### src/rtl/mmu_rsp_merger_if.sv
// Bundle between the mmu_top response FIFO pop ports, the merged response stream and the
// page/failure counters. The slave view belongs to the merger; the master view drives it.
interface mmu_rsp_merger_if #(
  parameter int ID_W   = 13,
  parameter int PIDX_W = 15,
  parameter int SIZE_W = 4,
  parameter int FR_W   = 2,
  parameter int CNT_W  = 16
) ();
  logic              alloc_rsp_fifo_not_empty;
  logic              free_rsp_fifo_not_empty;
  logic              alloc_rsp_pop;
  logic              free_rsp_pop;
  logic [ID_W-1:0]   alloc_rsp_id;
  logic [PIDX_W-1:0] alloc_rsp_page_idx;
  logic              alloc_rsp_fail;
  logic [FR_W-1:0]   alloc_rsp_fail_reason;
  logic [SIZE_W-1:0] alloc_rsp_origin_size;
  logic [SIZE_W-1:0] alloc_rsp_actual_size;
  logic [ID_W-1:0]   free_rsp_id;
  logic              free_rsp_fail;
  logic [FR_W-1:0]   free_rsp_fail_reason;
  logic [SIZE_W-1:0] free_rsp_origin_size;
  logic [SIZE_W-1:0] free_rsp_actual_size;
  logic              rsp_valid;
  logic              rsp_ready;
  logic              rsp_is_free;
  logic [ID_W-1:0]   rsp_id;
  logic [PIDX_W-1:0] rsp_page_idx;
  logic              rsp_fail;
  logic [FR_W-1:0]   rsp_fail_reason;
  logic [SIZE_W-1:0] rsp_origin_size;
  logic [SIZE_W-1:0] rsp_actual_size;
  logic [CNT_W-1:0]  pages_in_use;
  logic [CNT_W-1:0]  fail_cnt;

  modport slave (
    input  alloc_rsp_fifo_not_empty, free_rsp_fifo_not_empty,
    output alloc_rsp_pop, free_rsp_pop,
    input  alloc_rsp_id, alloc_rsp_page_idx, alloc_rsp_fail, alloc_rsp_fail_reason,
    input  alloc_rsp_origin_size, alloc_rsp_actual_size,
    input  free_rsp_id, free_rsp_fail, free_rsp_fail_reason,
    input  free_rsp_origin_size, free_rsp_actual_size,
    output rsp_valid, input rsp_ready,
    output rsp_is_free, rsp_id, rsp_page_idx, rsp_fail, rsp_fail_reason,
    output rsp_origin_size, rsp_actual_size, pages_in_use, fail_cnt
  );

  modport master (
    output alloc_rsp_fifo_not_empty, free_rsp_fifo_not_empty,
    input  alloc_rsp_pop, free_rsp_pop,
    output alloc_rsp_id, alloc_rsp_page_idx, alloc_rsp_fail, alloc_rsp_fail_reason,
    output alloc_rsp_origin_size, alloc_rsp_actual_size,
    output free_rsp_id, free_rsp_fail, free_rsp_fail_reason,
    output free_rsp_origin_size, free_rsp_actual_size,
    input  rsp_valid, output rsp_ready,
    input  rsp_is_free, rsp_id, rsp_page_idx, rsp_fail, rsp_fail_reason,
    input  rsp_origin_size, rsp_actual_size, pages_in_use, fail_cnt
  );
endinterface

### src/rtl/mmu_rsp_merger.sv
// Round-robin merge of the mmu_top alloc/free response FIFOs into one valid/ready stream,
// with running counts of pages in use and failed responses.
module mmu_rsp_merger #(
  parameter int ID_W   = 13,
  parameter int PIDX_W = 15,
  parameter int SIZE_W = 4,
  parameter int FR_W   = 2,
  parameter int CNT_W  = 16
) (
  input logic              clk,
  input logic              rst,
  mmu_rsp_merger_if.slave  bus
);
  typedef enum logic [1:0] {IDLE = 2'd0, WAIT = 2'd1, HOLD = 2'd2} state_t;

  state_t            state, state_nx;
  logic              sel_p0;
  logic              last_sel;
  logic              any_ne;
  logic              pick_free;
  logic              do_pop;
  logic              cap_fail;
  logic [SIZE_W-1:0] cap_act;

  function automatic logic [CNT_W-1:0] sat_add(input logic [CNT_W-1:0] a,
                                                input logic [CNT_W-1:0] b);
    logic [CNT_W:0] s;
    s = {1'b0, a} + {1'b0, b};
    return s[CNT_W] ? {CNT_W{1'b1}} : s[CNT_W-1:0];
  endfunction

  function automatic logic [CNT_W-1:0] sat_sub(input logic [CNT_W-1:0] a,
                                                input logic [CNT_W-1:0] b);
    return (a < b) ? '0 : a - b;
  endfunction

  // Alloc wins ties right after reset because last_sel starts on free.
  assign any_ne    = bus.alloc_rsp_fifo_not_empty | bus.free_rsp_fifo_not_empty;
  assign pick_free = bus.free_rsp_fifo_not_empty & (~bus.alloc_rsp_fifo_not_empty | ~last_sel);
  assign cap_fail  = sel_p0 ? bus.free_rsp_fail : bus.alloc_rsp_fail;
  assign cap_act   = sel_p0 ? bus.free_rsp_actual_size : bus.alloc_rsp_actual_size;

  always_comb begin
    state_nx = state;
    do_pop   = 1'b0;
    case (state)
      IDLE: begin
        if (any_ne) begin
          do_pop   = 1'b1;
          state_nx = WAIT;
        end
      end
      WAIT: state_nx = HOLD;
      HOLD: begin
        if (bus.rsp_valid && bus.rsp_ready) begin
          do_pop   = any_ne;
          state_nx = any_ne ? WAIT : IDLE;
        end
      end
      default: state_nx = IDLE;
    endcase
    bus.alloc_rsp_pop = do_pop & ~pick_free;
    bus.free_rsp_pop  = do_pop & pick_free;
  end

  // Pop stage: remember the source; FIFO data becomes valid in WAIT, where it is captured.
  always_ff @(posedge clk) begin
    if (rst) begin
      state               <= IDLE;
      sel_p0              <= 1'b0;
      last_sel            <= 1'b1;
      bus.rsp_valid       <= 1'b0;
      bus.rsp_is_free     <= 1'b0;
      bus.rsp_id          <= '0;
      bus.rsp_page_idx    <= '0;
      bus.rsp_fail        <= 1'b0;
      bus.rsp_fail_reason <= '0;
      bus.rsp_origin_size <= '0;
      bus.rsp_actual_size <= '0;
      bus.pages_in_use    <= '0;
      bus.fail_cnt        <= '0;
    end else begin
      state <= state_nx;
      if (do_pop) sel_p0 <= pick_free;
      if (state == WAIT) begin
        bus.rsp_valid       <= 1'b1;
        last_sel            <= sel_p0;
        bus.rsp_is_free     <= sel_p0;
        bus.rsp_id          <= sel_p0 ? bus.free_rsp_id : bus.alloc_rsp_id;
        bus.rsp_page_idx    <= sel_p0 ? '0 : bus.alloc_rsp_page_idx;
        bus.rsp_fail        <= cap_fail;
        bus.rsp_fail_reason <= sel_p0 ? bus.free_rsp_fail_reason : bus.alloc_rsp_fail_reason;
        bus.rsp_origin_size <= sel_p0 ? bus.free_rsp_origin_size : bus.alloc_rsp_origin_size;
        bus.rsp_actual_size <= cap_act;
        if (cap_fail)
          bus.fail_cnt <= sat_add(bus.fail_cnt, CNT_W'(1));
        else if (sel_p0)
          bus.pages_in_use <= sat_sub(bus.pages_in_use, CNT_W'(cap_act));
        else
          bus.pages_in_use <= sat_add(bus.pages_in_use, CNT_W'(cap_act));
      end else if (state == HOLD && bus.rsp_valid && bus.rsp_ready) begin
        bus.rsp_valid <= 1'b0;
      end
    end
  end
endmodule
### src/flat_wrapper.sv
// flat-port wrapper written by rule: the top's interface ports become plain ports
module mmu_rsp_merger_flat 
#(
  parameter int ID_W   = 13,
  parameter int PIDX_W = 15,
  parameter int SIZE_W = 4,
  parameter int FR_W   = 2,
  parameter int CNT_W  = 16
)
  (clk, rst, bus_alloc_rsp_fifo_not_empty, bus_free_rsp_fifo_not_empty, bus_alloc_rsp_pop, bus_free_rsp_pop, bus_alloc_rsp_id, bus_alloc_rsp_page_idx, bus_alloc_rsp_fail, bus_alloc_rsp_fail_reason, bus_alloc_rsp_origin_size, bus_alloc_rsp_actual_size, bus_free_rsp_id, bus_free_rsp_fail, bus_free_rsp_fail_reason, bus_free_rsp_origin_size, bus_free_rsp_actual_size, bus_rsp_valid, bus_rsp_ready, bus_rsp_is_free, bus_rsp_id, bus_rsp_page_idx, bus_rsp_fail, bus_rsp_fail_reason, bus_rsp_origin_size, bus_rsp_actual_size, bus_pages_in_use, bus_fail_cnt);
  mmu_rsp_merger_if #(.ID_W(ID_W), .PIDX_W(PIDX_W), .SIZE_W(SIZE_W), .FR_W(FR_W), .CNT_W(CNT_W)) bus_i ();
  input logic clk;
  input logic rst;
  input wire logic [$bits(bus_i.alloc_rsp_fifo_not_empty)-1:0] bus_alloc_rsp_fifo_not_empty;
  input wire logic [$bits(bus_i.free_rsp_fifo_not_empty)-1:0] bus_free_rsp_fifo_not_empty;
  output wire logic [$bits(bus_i.alloc_rsp_pop)-1:0] bus_alloc_rsp_pop;
  output wire logic [$bits(bus_i.free_rsp_pop)-1:0] bus_free_rsp_pop;
  input wire logic [$bits(bus_i.alloc_rsp_id)-1:0] bus_alloc_rsp_id;
  input wire logic [$bits(bus_i.alloc_rsp_page_idx)-1:0] bus_alloc_rsp_page_idx;
  input wire logic [$bits(bus_i.alloc_rsp_fail)-1:0] bus_alloc_rsp_fail;
  input wire logic [$bits(bus_i.alloc_rsp_fail_reason)-1:0] bus_alloc_rsp_fail_reason;
  input wire logic [$bits(bus_i.alloc_rsp_origin_size)-1:0] bus_alloc_rsp_origin_size;
  input wire logic [$bits(bus_i.alloc_rsp_actual_size)-1:0] bus_alloc_rsp_actual_size;
  input wire logic [$bits(bus_i.free_rsp_id)-1:0] bus_free_rsp_id;
  input wire logic [$bits(bus_i.free_rsp_fail)-1:0] bus_free_rsp_fail;
  input wire logic [$bits(bus_i.free_rsp_fail_reason)-1:0] bus_free_rsp_fail_reason;
  input wire logic [$bits(bus_i.free_rsp_origin_size)-1:0] bus_free_rsp_origin_size;
  input wire logic [$bits(bus_i.free_rsp_actual_size)-1:0] bus_free_rsp_actual_size;
  output wire logic [$bits(bus_i.rsp_valid)-1:0] bus_rsp_valid;
  input wire logic [$bits(bus_i.rsp_ready)-1:0] bus_rsp_ready;
  output wire logic [$bits(bus_i.rsp_is_free)-1:0] bus_rsp_is_free;
  output wire logic [$bits(bus_i.rsp_id)-1:0] bus_rsp_id;
  output wire logic [$bits(bus_i.rsp_page_idx)-1:0] bus_rsp_page_idx;
  output wire logic [$bits(bus_i.rsp_fail)-1:0] bus_rsp_fail;
  output wire logic [$bits(bus_i.rsp_fail_reason)-1:0] bus_rsp_fail_reason;
  output wire logic [$bits(bus_i.rsp_origin_size)-1:0] bus_rsp_origin_size;
  output wire logic [$bits(bus_i.rsp_actual_size)-1:0] bus_rsp_actual_size;
  output wire logic [$bits(bus_i.pages_in_use)-1:0] bus_pages_in_use;
  output wire logic [$bits(bus_i.fail_cnt)-1:0] bus_fail_cnt;
  assign bus_i.alloc_rsp_fifo_not_empty = bus_alloc_rsp_fifo_not_empty;
  assign bus_i.free_rsp_fifo_not_empty = bus_free_rsp_fifo_not_empty;
  assign bus_alloc_rsp_pop = bus_i.alloc_rsp_pop;
  assign bus_free_rsp_pop = bus_i.free_rsp_pop;
  assign bus_i.alloc_rsp_id = bus_alloc_rsp_id;
  assign bus_i.alloc_rsp_page_idx = bus_alloc_rsp_page_idx;
  assign bus_i.alloc_rsp_fail = bus_alloc_rsp_fail;
  assign bus_i.alloc_rsp_fail_reason = bus_alloc_rsp_fail_reason;
  assign bus_i.alloc_rsp_origin_size = bus_alloc_rsp_origin_size;
  assign bus_i.alloc_rsp_actual_size = bus_alloc_rsp_actual_size;
  assign bus_i.free_rsp_id = bus_free_rsp_id;
  assign bus_i.free_rsp_fail = bus_free_rsp_fail;
  assign bus_i.free_rsp_fail_reason = bus_free_rsp_fail_reason;
  assign bus_i.free_rsp_origin_size = bus_free_rsp_origin_size;
  assign bus_i.free_rsp_actual_size = bus_free_rsp_actual_size;
  assign bus_rsp_valid = bus_i.rsp_valid;
  assign bus_i.rsp_ready = bus_rsp_ready;
  assign bus_rsp_is_free = bus_i.rsp_is_free;
  assign bus_rsp_id = bus_i.rsp_id;
  assign bus_rsp_page_idx = bus_i.rsp_page_idx;
  assign bus_rsp_fail = bus_i.rsp_fail;
  assign bus_rsp_fail_reason = bus_i.rsp_fail_reason;
  assign bus_rsp_origin_size = bus_i.rsp_origin_size;
  assign bus_rsp_actual_size = bus_i.rsp_actual_size;
  assign bus_pages_in_use = bus_i.pages_in_use;
  assign bus_fail_cnt = bus_i.fail_cnt;
  mmu_rsp_merger #(.ID_W(ID_W), .PIDX_W(PIDX_W), .SIZE_W(SIZE_W), .FR_W(FR_W), .CNT_W(CNT_W)) u_core (.clk(clk), .rst(rst), .bus(bus_i));
endmodule
### config.mk
export PLATFORM = sky130hd
export DESIGN_NAME = mmu_rsp_merger_flat
export DESIGN_NICKNAME = d
export VERILOG_FILES = /design/src/rtl/mmu_rsp_merger_if.sv /design/src/rtl/mmu_rsp_merger.sv /design/src/flat_wrapper.sv
export SDC_FILE = /design/constraint.sdc
export NUM_CORES = 1
export LEC_CHECK = 0
export ABC_AREA = 1
export BUFFER_PORTS_ARGS = -buffer_cell sky130_fd_sc_hd__buf_2
export CAP_MARGIN = 40
export CORE_MARGIN = 8
export CORE_UTILIZATION = 35
export DETAILED_ROUTE_END_ITERATION = 12
export SLEW_MARGIN = 20
export SYNTH_ARGS = -nofsm -noshare
export SYNTH_HDL_FRONTEND = slang
export SYNTH_SLANG_ARGS = --single-unit
### constraint.sdc
create_clock -name clk -period 2.4 [get_ports clk]
set_clock_uncertainty 0.1 [all_clocks]
set_input_delay 0.24 -clock clk [delete_from_list [all_inputs] [get_ports clk]]
set_output_delay 0.24 -clock clk [all_outputs]
set_load 0.005 [all_outputs]
Yosys cells after proc, flatten, opt, wreduce, memory -nomap -nowiden
Index checks and enable logic that the tools add are counted.
W data, S select, Z words.

storage, ports and cells
  latch bits = 0
  word-level logic and storage cells = 57
  memory bits (writable) = 0
  memory bits (read-only) = 0
  output and inout bits = 75
  memories kept = 0
  register bits after elaboration = 77
  input bits = 68

operators by class
  shifts and indexed selects = 0
  reduce and logical (&&, ||, !) cells = 8
  multipliers = 0
  magnitude comparators = 1
  bitwise operators = 9
  divide/modulo/power cells = 0
  add/sub/neg operators = 3
  equal/unequal tests = 4
  mux-type cells = 19

operator list
  kind                     number
  $mux W16                 4
  $add A16 B1 Y17 const B  1
  $add A16 B4 Y17          1
  $lt A16 B4 Y1            1
  $sub A16 B4 Y16          1
  $mux W15                 1
  $mux W13                 1
  $mux W4                  2
  $mux W1                  6
  $mux W2                  3
  $pmux W2 S3              1
  $reduce_and A2 Y1        3
  $ne A2 B1 Y1 const B     2
  $not A1 Y1               4
  $and A1 B1 Y1            3
  $logic_and A1 B1 Y1      3
  $eq A2 B1 Y1 const B     1
  $eq A2 B2 Y1 const B     1
  $logic_not A2 Y1         1
  $or A1 B1 Y1             2
  $pmux W1 S2              1
  $reduce_bool A2 Y1       1

Depth between registers and ports, before layout
  depth in word-level cells = 5
  mapped depth = 16
  gate-level depth less buffers = 16

Least setup slack after synthesis
Ideal clock, no wire load.

  kind = reg-to-reg
  start = register u_core.sel_p0
  end = register u_core.bus.pages_in_use[14]
  buffers on the path = 0
  arrival time = 2.219 ns
  path slack = 0.017 ns
  data required time = 2.236 ns
  cell stages (with the launch flop) = 15
  clock period less this slack = 2.383 ns
  library setup time = 0.064 ns
  cell sequence = dfxtp_1 inv_2 or2_2 o21ai_0 inv_1 fa_1 nor2_1 nor2_2 nand2_1 nor2_2 nor2_4 nand3_1 nand2_1 nor2_1 nor2_1

on the way
  cells in the longest elaborated chain, start to end = 4
  elaborated cells on any way between the ends = 10
  classes of those cells = add/sub: 2; order compare: 1; mux: 5; bitwise: 1; reduce/logical: 1

ends and longest elaborated chain
  item                                     line                                        source
  start, declared                          mmu_rsp_merger.sv:17                        logic sel_p0;
  start signal, assigned                   mmu_rsp_merger.sv:84                        if (do_pop) sel_p0 <= pick_free;
  $mux W4 *                                mmu_rsp_merger.sv:41                        assign cap_act = sel_p0 ? bus.free_rsp_actual_size : bus.alloc_rsp_actual_size;
  via u_core.cap_act[1]                    mmu_rsp_merger.sv:23                        logic [SIZE_W-1:0] cap_act;
  $add A16 B4 Y17 (tied with other cells)  mmu_rsp_merger.sv:28                        s = {1'b0, a} + {1'b0, b};
  $mux W16 (on tied branches)              mmu_rsp_merger.sv:29, mmu_rsp_merger.sv:34
  $mux W16 *                               mmu_rsp_merger.sv:97                        else if (sel_p0)
  end signal, assigned                     mmu_rsp_merger.sv:98                        bus.pages_in_use <= sat_sub(bus.pages_in_use, CNT_W'(cap_act));
  end signal, assigned                     mmu_rsp_merger.sv:100                       bus.pages_in_use <= sat_add(bus.pages_in_use, CNT_W'(cap_act));
  end, declared                            mmu_rsp_merger_if.sv:46                     output rsp_origin_size, rsp_actual_size, pages_in_use, fail_cnt

The timed path passes the listed nets; every way through them passes the cells marked *.
A chain may end at the register's enable or synchronous reset.

Worst setup path after layout
  start = register u_core.sel_p0
  end = register u_core.bus.pages_in_use[13]

Same word-level chain as after synthesis.

==> key figures <==
Place
  • HPWL Detailed: 11.4 mm
  • GPL Wtd Cong: 0.873
  • Number of port buffers: 142
  • Pre-CTS setup slack: -43.7 ps

Die
  • Die X: 128 um
  • Core Area: 0.0125 mm^2
  • Die H: 128 um
  • FP Rows: 41
  • DIE AREA: 0.0165 mm^2
  • # IOs: 143
  • Starting Density: 35.5%

Worst setup path
  • WS Path Type: flop to flop
  • CP Max Fanout: 7
  • WP data arrival: 2490 ps
  • CP endpoint kind: flop
  • Worst R2R Setup Slack: 110 ps
  • Startpoint Class: flop
  • Required @ worst endpoint: 2600 ps

Logic synthesis
  • #FFs+latches synth: 77
  • Area leader, netlist: dfxtp_1
  • Mux cell area share after synthesis: 0%
  • Compound-Gate Fraction of Synth Area: 16.7%
  • Synth Area in Adders: 4.01%
  • Net Count, Synth: 760
  • Distinct cell type count after synthesis: 34
  • Syn Std Cell Area: 0.00443 mm^2
  • Register area share after synthesis: 34.8%
  • Post-synthesis instance total: 679
  • Simple-gate area share of the yosys netlist: 33.5%
  • Yosys Warn Count: 0
  • Top cell type's share of synthesized area: 34.8%
  • Post-Synth XOR/XNOR Area: 2.77%
  • Ranking of synthesized cells by area: dfxtp_1, nand2_1, a21oi_1, nor2_1, nand3_1
  • Largest family of logic cells by synthesized area: simple AND/OR/NAND/NOR gates
  • Avg Inst Size Synth: 6.52 um^2

STA
  • Count of final hold-check violations: 0
  • Slew headroom: 62.2%
  • Min cycle time layout: 2290 ps
  • Final worst path period share: 95.4%
  • Max Clock Freq: 437 MHz
  • Worst slew pin tran: 565 ps
  • # setup viols final: 0
  • Setup TNS: 0 ps
  • Worst hold-check slack: 41.0 ps
  • PnR worst setup slack: 109 ps
  • Fin. max-slew vios: 0

Power and ir drop
  • Static leakage: 2.92 nW
  • Peak VDD IR: 0.436 mV
  • P per Cell Area: 685 mW/mm^2

Global routing
  • Initial antenna violation count: 2
  • Largest net degree at the start of global routing: 38
  • Grt met2 use: 28.8%
  • Vias in the first global route: 4,736
  • GR Layer Usage met3: 7.86%
  • Tot GR Track Use: 18.3%
  • Global-route wire length before repair: 24.2 mm
  • GRT busiest layer: met2
  • Met1 usage: 22.8%
  • Global route overflow: 0

Clocking
  • Clock Tree Root: clkbuf_16
  • H-tree levels: 3
  • TritonCTS Sinks: 77
  • CTS tree: done
  • Hold_buf cts: 0
  • Clock slew at reported path FFs: 60 ps
  • Clock latency on the worst-skew pair: 350 ps
  • Num CTS Buffers: 9
  • Deepest clock path buffer count: 2

Flow run
  • Max cap viols: 0

Layout
  • N_diodes: 0
  • Layout cell share with drive strength beyond 1: 28.9%
  • Nets: 928
  • Commonest non-fill, non-tap cell in the layout: buf_2
  • Area Growth Syn to Fin: 36.1%
  • Most frequent cells in the layout: buf_2, nand2_1, nor2_1, a21oi_1, dfxtp_1
  • Filler cells: 1,300

Detailed routing
  • First-pass DRT Iterations: 5
  • Via count: 4,992
  • Final ANT Viol Nets: 0
  • DRC: 0
  • Via density: 4.88
  • Wire per inst: 14.9 um
  • Detailed Route WL: 15.3 mm
  • Iter 0 DRT Violations: 524

Hold path
  • Hold Path Class: input pin to flop

Outcome
  • Status: finished, final reports clean
-- metal layers --
metal  routed length, um  vias to the layer above
li1                    -                     2566
met1                6870                     2229
met2                6870                      174
met3                1350                       19
met4                 170                        4
met5                  22                        -
-- worst paths after layout --
| check | from | endpoint | depth (start not counted) |
|---|---|---|---|
| min reg2reg | u_core.bus.rsp_is_free | u_core.bus.rsp_is_free | 2 |
| max reg2reg | u_core.sel_p0 | u_core.bus.pages_in_use[13] | 15 |
| max | u_core.sel_p0 | u_core.bus.pages_in_use[13] | 15 |
| min | bus_free_rsp_id[0] | u_core.bus.rsp_id[0] | 3 |
-- flip-flops by register name (all words and copies together) (netlist names), 2 cells and up --
register                    flops
u_core.bus.fail_cnt            16
u_core.bus.pages_in_use        16
u_core.bus.rsp_page_idx        15
u_core.bus.rsp_id              13
u_core.bus.rsp_actual_size      4
u_core.bus.rsp_origin_size      4
u_core.bus.rsp_fail_reason      2
u_core.state                    2
-- report_power, final --
group | switching (W) | leakage, nW | internal, W
Combinational | 0.000584 | 2.12 | 0.000433
Sequential | 0.0000857 | 0.631 | 0.00139
Clock | 0.000563 | 0.172 | 0.00107
-- Yosys cell counts --
master and count:
a211oi_1 3, a21oi_1 80, a21oi_2 1, a31oi_1 3, buf_1 4, buf_2 3, buf_4 2, buf_6 2
clkbuf_1 17, clkinv_1 1, dfxtp_1 77, fa_1 2, ha_1 11, inv_1 56, inv_2 5, nand2_1 147
nand2_2 2, nand3_1 55, nand3_2 1, nand3b_1 1, nand4_1 10, nor2_1 88, nor2_2 4, nor2_4 3
nor3_1 23, nor3_2 1, nor3_4 1, o21ai_0 49, o21ai_1 6, o21bai_1 2, or2_1 1, or2_2 4
xnor2_1 2, xor2_1 12
-- layout make-up --
| cell class | instances | area, um^2 | area share (%) |
|---|---|---|---|
| multi-input combinational | 512 | 2620 | 43.6 |
| sequential | 77 | 1550 | 25.6 |
| timing repair buffer | 185 | 1050 | 17.4 |
| clock buffer | 11 | 253 | 4.20 |
| inverter | 62 | 235 | 3.90 |
| tap | 172 | 215 | 3.57 |
| clock inverter | 5 | 106 | 1.77 |
-- per-stage QoR --
step	cell area, um^2	power (W)	util, %	instances
3_3_place_gp	5540	0.00246	44.4	1005
5_1_grt	6020	0.00435	48.3	1024
4_1_cts	5900	0.00410	47.3	1021
3_5_place_dp	5540	0.00245	44.4	1005
6_report	6020	0.00413	48.3	1024
2_1_floorplan	4430	0.00204	-	679
-- critical path: stages (launching register included) --
cell and delay (ps):
dfxtp_4 360, buf_4 170, nand2_1 100, nand2_2 90, ha_2 190, fa_2 380, nor2_2 130, nor2_2 60
nand2_2 110, nor2_4 50, nor2_4 120, buf_12 130, nand3_1 70, nand3_1 90, nand2_1 50, inv_1 40
-- kinds of logic (layout without fill, tap and decap cells) --
| logic type | Yosys count | in the layout |
|---|---|---|
| and+or+nand+nor | 341 | 341 |
| AOI/OAI and AO/OA | 144 | 144 |
| buffers and inverters | 90 | 263 |
| DFF | 77 | 77 |
| xor gates and xnor gates | 14 | 14 |
| adders and majority gates | 13 | 13 |
-- what timing repair did --
action                     in CTS  in global routing
setup buffers                   0                  3
resized for setup               2                 30
pin swaps                       0                  9
gates cloned                    0                  0
setup endpoints to repair      15                 16
(Power assumes the default switching activity.)
